### config.mk
export PLATFORM = sky130hd
export DESIGN_NAME = panel_response_emulator
export DESIGN_NICKNAME = d
export VERILOG_FILES = /design/src/rtl/panel_emu_pkg.sv /design/src/rtl/panel_response_emulator_lfsr8.sv /design/src/rtl/panel_response_emulator.sv
export SDC_FILE = /design/constraint.sdc
export NUM_CORES = 1
export LEC_CHECK = 0
export ABC_AREA = 1
export CAP_MARGIN = 10
export CORE_ASPECT_RATIO = 0.7
export CORE_MARGIN = 3
export CORE_UTILIZATION = 55
export CTS_BUF_LIST = sky130_fd_sc_hd__clkbuf_8
export DETAILED_ROUTE_END_ITERATION = 10
export DONT_BUFFER_PORTS = 1
export PLACE_DENSITY = 0.7
export SYNTH_ARGS = -nofsm -noshare
export SYNTH_HDL_FRONTEND = slang
export SYNTH_SLANG_ARGS = --single-unit
### constraint.sdc
create_clock -name clk -period 9.25 [get_ports clk]
set_clock_uncertainty 0.1 [all_clocks]
set_input_delay 0.925 -clock clk [delete_from_list [all_inputs] [get_ports clk]]
set_output_delay 0.925 -clock clk [all_outputs]
set_load 0.02 [all_outputs]
### src/rtl/panel_emu_pkg.sv
// Shared types and constants for the panel response emulator: FSM state encoding,
// default luminance levels and the LFSR seed/tap mask used by the optional noise source.
package panel_emu_pkg;

  typedef enum logic [1:0] {
    IDLE = 2'd0,
    LAG  = 2'd1,
    RAMP = 2'd2
  } state_t;

  localparam logic [7:0] LVL_LO_DEF = 8'h10;
  localparam logic [7:0] LVL_HI_DEF = 8'hF0;

  // x^8+x^6+x^5+x^4+1 as a Fibonacci tap mask over state bits [7],[5],[4],[3]
  localparam logic [7:0] LFSR_SEED = 8'hA5;
  localparam logic [7:0] LFSR_TAPS = 8'hB8;

endpackage

### src/rtl/panel_response_emulator_lfsr8.sv
// 8-bit Fibonacci LFSR (module lfsr8): advances once per enabled clock, reloads the
// package seed on synchronous reset. Used only by the PANEL_EMU_NOISE_EN build.
module lfsr8
  import panel_emu_pkg::*;
(
  input  logic       clk,
  input  logic       reset,
  input  logic       enable,
  output logic [7:0] state
);

  logic feedback;

  assign feedback = ^(state & LFSR_TAPS);

  always_ff @(posedge clk) begin
    if (reset) begin
      state <= LFSR_SEED;
    end else if (enable) begin
      state <= {state[6:0], feedback};
    end
  end

endmodule

### src/rtl/panel_response_emulator.sv
// Display + photodiode model: follows frame_index with a fixed input lag, then slews led
// toward the new level. Define PANEL_EMU_NOISE_EN to add +/-1 LSB LFSR dither on led.
module panel_response_emulator
  import panel_emu_pkg::*;
#(
  parameter int         LAG_CYCLES = 16,
  parameter int         RISE_DIV   = 1,
  parameter int         FALL_DIV   = 2,
  parameter int         STEP       = 1,
  parameter logic [7:0] LVL_LO     = LVL_LO_DEF,
  parameter logic [7:0] LVL_HI     = LVL_HI_DEF
) (
  input  logic        clk,
  input  logic        reset,
  input  logic        loop_en,
  input  logic        frame_index,
  output logic [7:0]  led,
  output logic        settled,
  output logic [15:0] trans_cnt
);

  localparam int DIV_MAX = (RISE_DIV > FALL_DIV) ? RISE_DIV : FALL_DIV;
  localparam int DW      = (DIV_MAX > 1) ? $clog2(DIV_MAX) : 1;
  localparam int LW      = (LAG_CYCLES > 0) ? $clog2(LAG_CYCLES + 1) : 1;

  localparam logic [LW-1:0] LAG_LOAD = LW'(LAG_CYCLES);
  localparam logic [7:0]    STEP8    = 8'(STEP);

  state_t        state;
  logic [7:0]    led_lvl;
  logic          tgt_dark;
  logic          frame_q;
  logic [LW-1:0] lag_cnt;
  logic [DW-1:0] div_cnt;

  logic          edge_det;
  logic [7:0]    target_lvl;
  logic [7:0]    pend_lvl;
  logic [7:0]    lag_lvl;
  logic          ramping;
  logic          up;
  logic [7:0]    gap;
  logic [31:0]   div_lim;
  logic          div_tc;
  logic [7:0]    ramp_led;
  logic [DW-1:0] ramp_div;

  assign edge_det   = (frame_index != frame_q);
  assign target_lvl = tgt_dark    ? LVL_LO : LVL_HI;
  assign pend_lvl   = frame_index ? LVL_LO : LVL_HI;
  assign lag_lvl    = frame_q     ? LVL_LO : LVL_HI;

  // The slew engine runs whenever led is off target, including during LAG (old target).
  always_comb begin
    // NOTE: every always_comb output gets a default first so no path can infer a latch.
    ramping  = (led_lvl != target_lvl);
    up       = (target_lvl > led_lvl);
    gap      = up ? (target_lvl - led_lvl) : (led_lvl - target_lvl);
    div_lim  = up ? 32'(RISE_DIV) : 32'(FALL_DIV);
    div_tc   = ((32'(div_cnt) + 32'd1) >= div_lim);
    ramp_led = led_lvl;
    ramp_div = '0;
    if (ramping) begin
      if (div_tc) begin
        // Clamp the last step to the target: no overshoot and no 8-bit wrap.
        if (gap > STEP8) ramp_led = up ? (led_lvl + STEP8) : (led_lvl - STEP8);
        else             ramp_led = target_lvl;
      end else begin
        ramp_div = div_cnt + DW'(1);
      end
    end
  end

  // NOTE: all state below is sequential and uses non-blocking assignments only.
  always_ff @(posedge clk) begin
    if (reset) begin
      led_lvl   <= LVL_LO;
      tgt_dark  <= 1'b1;
      frame_q   <= 1'b1;
      state     <= IDLE;
      lag_cnt   <= '0;
      div_cnt   <= '0;
      settled   <= 1'b1;
      trans_cnt <= '0;
    end else if (loop_en) begin
      led_lvl <= ramp_led;
      div_cnt <= ramp_div;
      if (edge_det) begin
        frame_q <= frame_index;
        if (frame_index == tgt_dark) begin
          // Pending level returned to the current target: drop the lag.
          lag_cnt <= '0;
          state   <= (ramp_led == target_lvl) ? IDLE : RAMP;
          settled <= (ramp_led == target_lvl);
        end else if (LAG_CYCLES == 0) begin
          tgt_dark  <= frame_index;
          trans_cnt <= trans_cnt + 16'd1;
          led_lvl   <= led_lvl;
          div_cnt   <= '0;
          state     <= RAMP;
          settled   <= (led_lvl == pend_lvl);
        end else begin
          lag_cnt <= LAG_LOAD;
          state   <= LAG;
          settled <= 1'b0;
        end
      end else begin
        case (state)
          IDLE: begin
            settled <= 1'b1;
          end
          LAG: begin
            if (lag_cnt <= LW'(1)) begin
              tgt_dark  <= frame_q;
              trans_cnt <= trans_cnt + 16'd1;
              led_lvl   <= led_lvl;
              div_cnt   <= '0;
              lag_cnt   <= '0;
              state     <= RAMP;
              settled   <= (led_lvl == lag_lvl);
            end else begin
              lag_cnt <= lag_cnt - LW'(1);
              settled <= 1'b0;
            end
          end
          RAMP: begin
            settled <= (ramp_led == target_lvl);
            if (ramp_led == target_lvl) state <= IDLE;
          end
          default: begin
            state <= IDLE;
          end
        endcase
      end
    end
  end

`ifdef PANEL_EMU_NOISE_EN
  logic [7:0] lfsr_q;

  lfsr8 u_lfsr8 (
    .clk    (clk),
    .reset  (reset),
    .enable (loop_en),
    .state  (lfsr_q)
  );

  // Dither is applied only to the output; settled and the FSM see the clean level.
  always_comb begin
    led = led_lvl;
    case (lfsr_q[1:0])
      2'b00:   if (led_lvl != 8'h00) led = led_lvl - 8'd1;
      2'b11:   if (led_lvl != 8'hFF) led = led_lvl + 8'd1;
      default: led = led_lvl;
    endcase
  end
`else
  assign led = led_lvl;
`endif

endmodule
### Word level (Yosys, flattened, before mapping)

Index checks and enable logic that the tools add are counted.

| word-level totals | value |
|---|---|
| register bits after elaboration | 35 |
| output and inout port bits | 25 |
| word-level logic and storage cells | 71 |

| cells by class | value |
|---|---|
| add/subtract/negate cells | 8 |
| $lt $le $gt $ge | 4 |
| equal/unequal tests | 11 |
| muxes and demuxes | 30 |
| bitwise gates (word level) | 1 |
| reductions and logical operators | 9 |

Operators with widths:

| kind | number |
|---|---|
| 8-bit two-way mux | 10 |
| 5-bit two-way mux | 4 |
| 16-bit by 1-bit adder with 16-bit output, second input constant | 1 |
| 8-bit equality test | 2 |
| 8-bit subtractor | 2 |
| 2-bit two-way mux | 6 |
| 3-bit inequality test, second input constant | 3 |
| 8-bit by 1-bit adder with 8-bit output, second input constant | 1 |
| 8-bit by 1-bit greater-than comparator with 1-bit output, second input constant | 1 |
| 8-bit greater-than comparator | 1 |
| 1-bit two-way mux | 8 |
| 8-bit inequality test | 1 |
| 2-bit AND reduction | 4 |
| 4-bit AND reduction | 2 |
| 8-bit by 1-bit subtractor with 8-bit output, second input constant | 1 |
| 2-bit one-hot mux with 3 select lines | 1 |
| 5-bit by 1-bit <= comparator with 1-bit output, second input constant | 1 |
| 5-bit by 1-bit subtractor with 5-bit output, second input constant | 1 |
| 4-bit nonzero test | 1 |
| 1-bit one-hot mux with 3 select lines | 1 |
| 1-bit by 1-bit adder with 2-bit output, second input constant | 1 |
| 2-bit by 1-bit equality test with 1-bit output, second input constant | 1 |
| 2-bit equality test, second input constant | 1 |
| 2-bit greater-or-equal comparator | 1 |
| 7 further kinds | 7 |

### Logic depth before layout (Yosys ltp)

| depth | value |
|---|---|
| depth in word-level cells | 11 |
| depth in mapped cells | 25 |
| depth with buffers taken out | 25 |

### Worst setup path before layout

No wires, ideal clock.

| timing | value |
|---|---|
| path kind | register to register |
| start | register led_lvl[5] (netlist: led[5]) |
| end | register state[1] |
| library setup time | 0.113 ns |
| data arrival time | 3.281 ns |
| setup slack | 5.757 ns |
| stages on the path, launching flop included | 24 |
| path buffers | 0 |
| cell sequence | dfxtp_1 > inv_1 > ha_1 > ha_1 > nand3_2 > clkinv_1 > nand2_4 > nand2_4 > ha_1 > a21oi_1 > nand2_1 > nand2_1 > nand2_1 > a21oi_1 > xor2_1 > nand2_1 > nand3_1 > nand2_1 > o21ai_2 > nand3_1 > nand2_1 > nand2_2 > nor2_1 > nor2_1 |

| between the ends | value |
|---|---|
| longest elaborated chain between the ends | 10 |
| elaborated cells between the ends (all ways) | 20 |
| classes of those cells | 4 x add/sub; 3 x order compare; 3 x eq/ne; 9 x mux; 1 x reduce/logical |

RTL lines:

| item | RTL line | text |
|---|---|---|
| from (decl) | panel_response_emulator.sv:30 | `logic [7:0] led_lvl;` |
| from (signal assigned) | panel_response_emulator.sv:86 | `led_lvl <= ramp_led;` |
| from (signal assigned) | panel_response_emulator.sv:98 | `led_lvl <= led_lvl;` |
| from (signal assigned) | panel_response_emulator.sv:116 | `led_lvl <= led_lvl;` |
| 8-bit subtractor / 8-bit greater-than comparator (equally long branches) | panel_response_emulator.sv:58, panel_response_emulator.sv:57 |  |
| 8-bit two-way mux | panel_response_emulator.sv:58 | `gap = up ? (target_lvl - led_lvl) : (led_lvl - target_lvl);` |
| 8-bit by 1-bit greater-than comparator with 1-bit output | panel_response_emulator.sv:66 | `if (gap > STEP8) ramp_led = up ? (led_lvl + STEP8) : (led_lvl - STEP8);` |
| 8-bit two-way mux | panel_response_emulator.sv:66 |  |
| 8-bit two-way mux | panel_response_emulator.sv:64 | `if (div_tc) begin` |
| 8-bit two-way mux * | panel_response_emulator.sv:63 | `if (ramping) begin` |
| 8-bit equality test * | panel_response_emulator.sv:93, panel_response_emulator.sv:128 |  |
| 2-bit two-way mux | panel_response_emulator.sv:93 | `state <= (ramp_led == target_lvl) ? IDLE : RAMP;` |
| 2-bit two-way mux | panel_response_emulator.sv:90 | `if (frame_index == tgt_dark) begin` |
| 2-bit two-way mux | panel_response_emulator.sv:88 | `if (edge_det) begin` |
| to (signal assigned) | panel_response_emulator.sv:93 |  |
| to (decl) | panel_response_emulator.sv:29 | `state_t state;` |

Mark *: on every way between the ends. The rest lies on a longest branch, timed or not.
A chain may end at the register's enable or synchronous reset.

### Worst setup path in the final report

Ends and elaborated chain as after synthesis.

==> results.sh <==
export IMPL_status="finished clean"
export IMPL_power_uw=682
export IMPL_cts_buffers=5
export IMPL_synth_compound_area_share_pct=14.4
export IMPL_grt_start_max_net_pins=21
export IMPL_critPathTopFamily="simple AND/OR/NAND/NOR gates"
export IMPL_synth_top_family_by_area="simple AND/OR/NAND/NOR gates"
export IMPL_multi_input_area_um2=1870
export IMPL_final_util_pct=61.0
export IMPL_power_leakage_nw=1.38
export IMPL_grt_ovfl_total=0
export IMPL_drive_above_1_share_pct=12.8
export IMPL_grt_setup_unrepaired="no"
export IMPL_grt_pass1_wl_um=11000
export IMPL_critical_path_class="register to register"
export IMPL_startpoint_type="register"
export IMPL_vdd_ir_drop_max_mv=0.117
export IMPL_drv_cap=0
export IMPL_hold_buffers=0
export IMPL_worst_slew_pin_slew_ps=733
export IMPL_antenna_left=0
export IMPL_seqCellArea_um2=701
export IMPL_synth_edf_count=0
export IMPL_synthSimpleGateAreaFrac_pct=37.6
export IMPL_worst_path_buf_inv=2
export IMPL_drt_iter0_markers=176
export IMPL_cp_max_fo=11
export IMPL_placed_cell_area_um2=2880
export IMPL_core_area_um2=4890
export IMPL_grt_pass1_vias=2279
export IMPL_p_per_area_nw_per_um2=229
export IMPL_relSlewSlack_pct=51.1
export IMPL_insertedDiodeCount=0
export IMPL_fp_dieW_um=92.0
export IMPL_ys_ff_latch=35
export IMPL_final_nets=440
export IMPL_gp_congestion=0.943
export IMPL_syn_nets=441
export IMPL_critical_path_arrival_ps=4120
export IMPL_first_pass_iters=5
export IMPL_die_area_um2=6090
export IMPL_final_cell_mix="90 x nand2_1, 54 x inv_1, 35 x nand3_1, 35 x nor2_1, 35 x dfxtp_1"
export IMPL_vias_per_cell=5.36
export IMPL_setup_violations=0
export IMPL_cp_slowest_cell="dfxtp_1"
export IMPL_synth_mux_area_share_pct=0
export IMPL_cp_common_cell="nand2_1"
export IMPL_layout_commonest_cell="nand2_1"
export IMPL_holdWs_ps=376
export IMPL_cp_required_ps=9370
export IMPL_postSynthAreaPerCell_um2=6.86
export IMPL_yosysSeqAreaShare_pct=24.6
export IMPL_dominantRegCellSynth="dfxtp_1"
export IMPL_synth_xor_area_share_pct=3.34
export IMPL_hold_viol=0
export IMPL_finalInstanceArea_um2=2980
export IMPL_reg2reg_from="led[5]"
export IMPL_finalCritPeriodShare_pct=43.2
export IMPL_worstHoldPathType="register to register"
export IMPL_wl_um=6620
export IMPL_hpwl_um=5160
export IMPL_grt_util_all_layers_pct=22.3
export IMPL_cts_buffer_depth=2
export IMPL_post_cts_buffers=0
export IMPL_area_growth_pct=4.61
export IMPL_ys_types=50
export IMPL_numPortBuffers=0
export IMPL_worstHoldStart="lag_cnt[3]"
export IMPL_end_kind="register"
export IMPL_cts_resized_gates=0
export IMPL_ys_warn_count=0
export IMPL_routedWlPerCell_um=13.7
export IMPL_antenna_found_initial=0
export IMPL_num_io_pins=29
export IMPL_async_flop_share_pct=0
export IMPL_setup_tns_ps=0
export IMPL_vias=2593
export IMPL_rows=21
export IMPL_synth_cells=415
export IMPL_clk_pin_slew_worst_paths_ps=70
export IMPL_tritoncts="built"
export IMPL_clock_latency_ps=280
export IMPL_synth_adder_area_share_pct=10.2
export IMPL_fillers=489
export IMPL_cts_sinks=35
export IMPL_post_synth_instance_area_um2=2850
export IMPL_crit_chain="inv_1, ha_1, ha_1, nand3_2, clkinv_1, nand2_4, nand2_4, ha_1, a21oi_1, nand2_1, nand2_1, nand2_1, a21oi_1, xor2_1, nand2_1, nand3_1, nand2_1, o21ai_2, nand3_1, nand2_1, nand2_2, nand2_1, nand2_1, nor2_1"
export IMPL_crit_start="led[5]"
export IMPL_die_y_um=66.2
export IMPL_fmax_mhz=250
export IMPL_cts_max_level=2
export IMPL_initial_core_util_pct=58.3
export IMPL_root_buffer="clkbuf_8"
export IMPL_post_route_drc_count=0
export IMPL_slowest_delay_ps=620
export IMPL_drv_slew=0
export IMPL_fin_crit_ps=4000
cell usage after synthesis, types with 2 or more instances:
| master | instances | area (µm²) |
|---|---|---|
| a21oi_2 | 3 | 26.3 |
| nand2_4 | 5 | 56.3 |
| buf_6 | 3 | 33.8 |
| xor2_1 | 6 | 52.6 |
| ha_1 | 20 | 250 |
| fa_1 | 2 | 40.0 |
| a31oi_1 | 2 | 12.5 |
| inv_1 | 53 | 199 |
| nor2_1 | 35 | 131 |
| nor2_4 | 5 | 56.3 |
| a21oi_1 | 29 | 145 |
| nor3_1 | 7 | 35.0 |
| o211ai_1 | 4 | 30.0 |
| xnor2_1 | 3 | 26.3 |
| nand3b_1 | 3 | 22.5 |
| dfxtp_1 | 35 | 701 |
| buf_2 | 2 | 10.0 |
| nand2_1 | 90 | 338 |
| o21ai_0 | 20 | 100 |
| nand2_2 | 7 | 43.8 |
| nand3_2 | 4 | 40.0 |
| inv_2 | 4 | 15.0 |
| nand4_1 | 4 | 25.0 |
| nor2_2 | 5 | 31.3 |
| o31ai_1 | 2 | 15.0 |
| nand3_1 | 35 | 175 |
| clkbuf_1 | 3 | 11.3 |
| clkinv_1 | 2 | 7.51 |
worst min-delay path: stages (launching register included):
cell and delay [ps]:
dfxtp_1 330, inv_1 50, a211oi_1 60
cells by family after synthesis:
group,Yosys count
compound gates,70
xor+xnor,10
fa+ha+maj,22
buf+inv,68
flops,35
simple gates,210
where the power goes:
part           switching (mW)  total [mW]  leakage (nW)  internal [mW]
Combinational           0.233       0.365          1.04          0.132
Clock                  0.0530       0.120        0.0557         0.0669
Sequential             0.0340       0.197         0.285          0.163
final timing paths:
check	slack [ps]	depth (start not counted)	endpoint
min reg2reg	380	2	lag_cnt[3]
min	380	2	lag_cnt[3]
max	5250	24	state[1]
max reg2reg	5250	24	state[1]
stage by stage:
| step | setup WS (ps) | std cells |
|---|---|---|
| 2_1_floorplan | 5760 | 415 |
| 3_3_place_gp | 5440 | 476 |
| 3_5_place_dp | 5310 | 476 |
| 4_1_cts | 5290 | 484 |
| 5_1_grt | 4860 | 484 |
| 6_report | 5250 | 484 |
registers in the layout (all words and copies together), names as in the netlist:
name,cells
trans_cnt,16
tgt_dark,1
lag_cnt,5
led,8
settled,1
state,2
frame_q,1
div_cnt,1
layer usage:
layer  vias to the layer above  track usage, %  part of all wire [%]
met5                         -               0                     0
met4                         0            2.59                  0.24
met3                         2            6.94                   7.9
met2                        71            29.5                    40
met1                      1167            35.0                    52
li1                       1353               -                     -
final cells by class:
type,instances,share of cell area [%]
Inverter,60,7.60
Clock inverter,1,0.126
Sequential cell,35,23.5
Multi-Input combinational cell,312,62.6
Tap cell,69,2.90
Clock buffer,7,3.23
No activity file was read; power rests on OpenSTA's default activity.
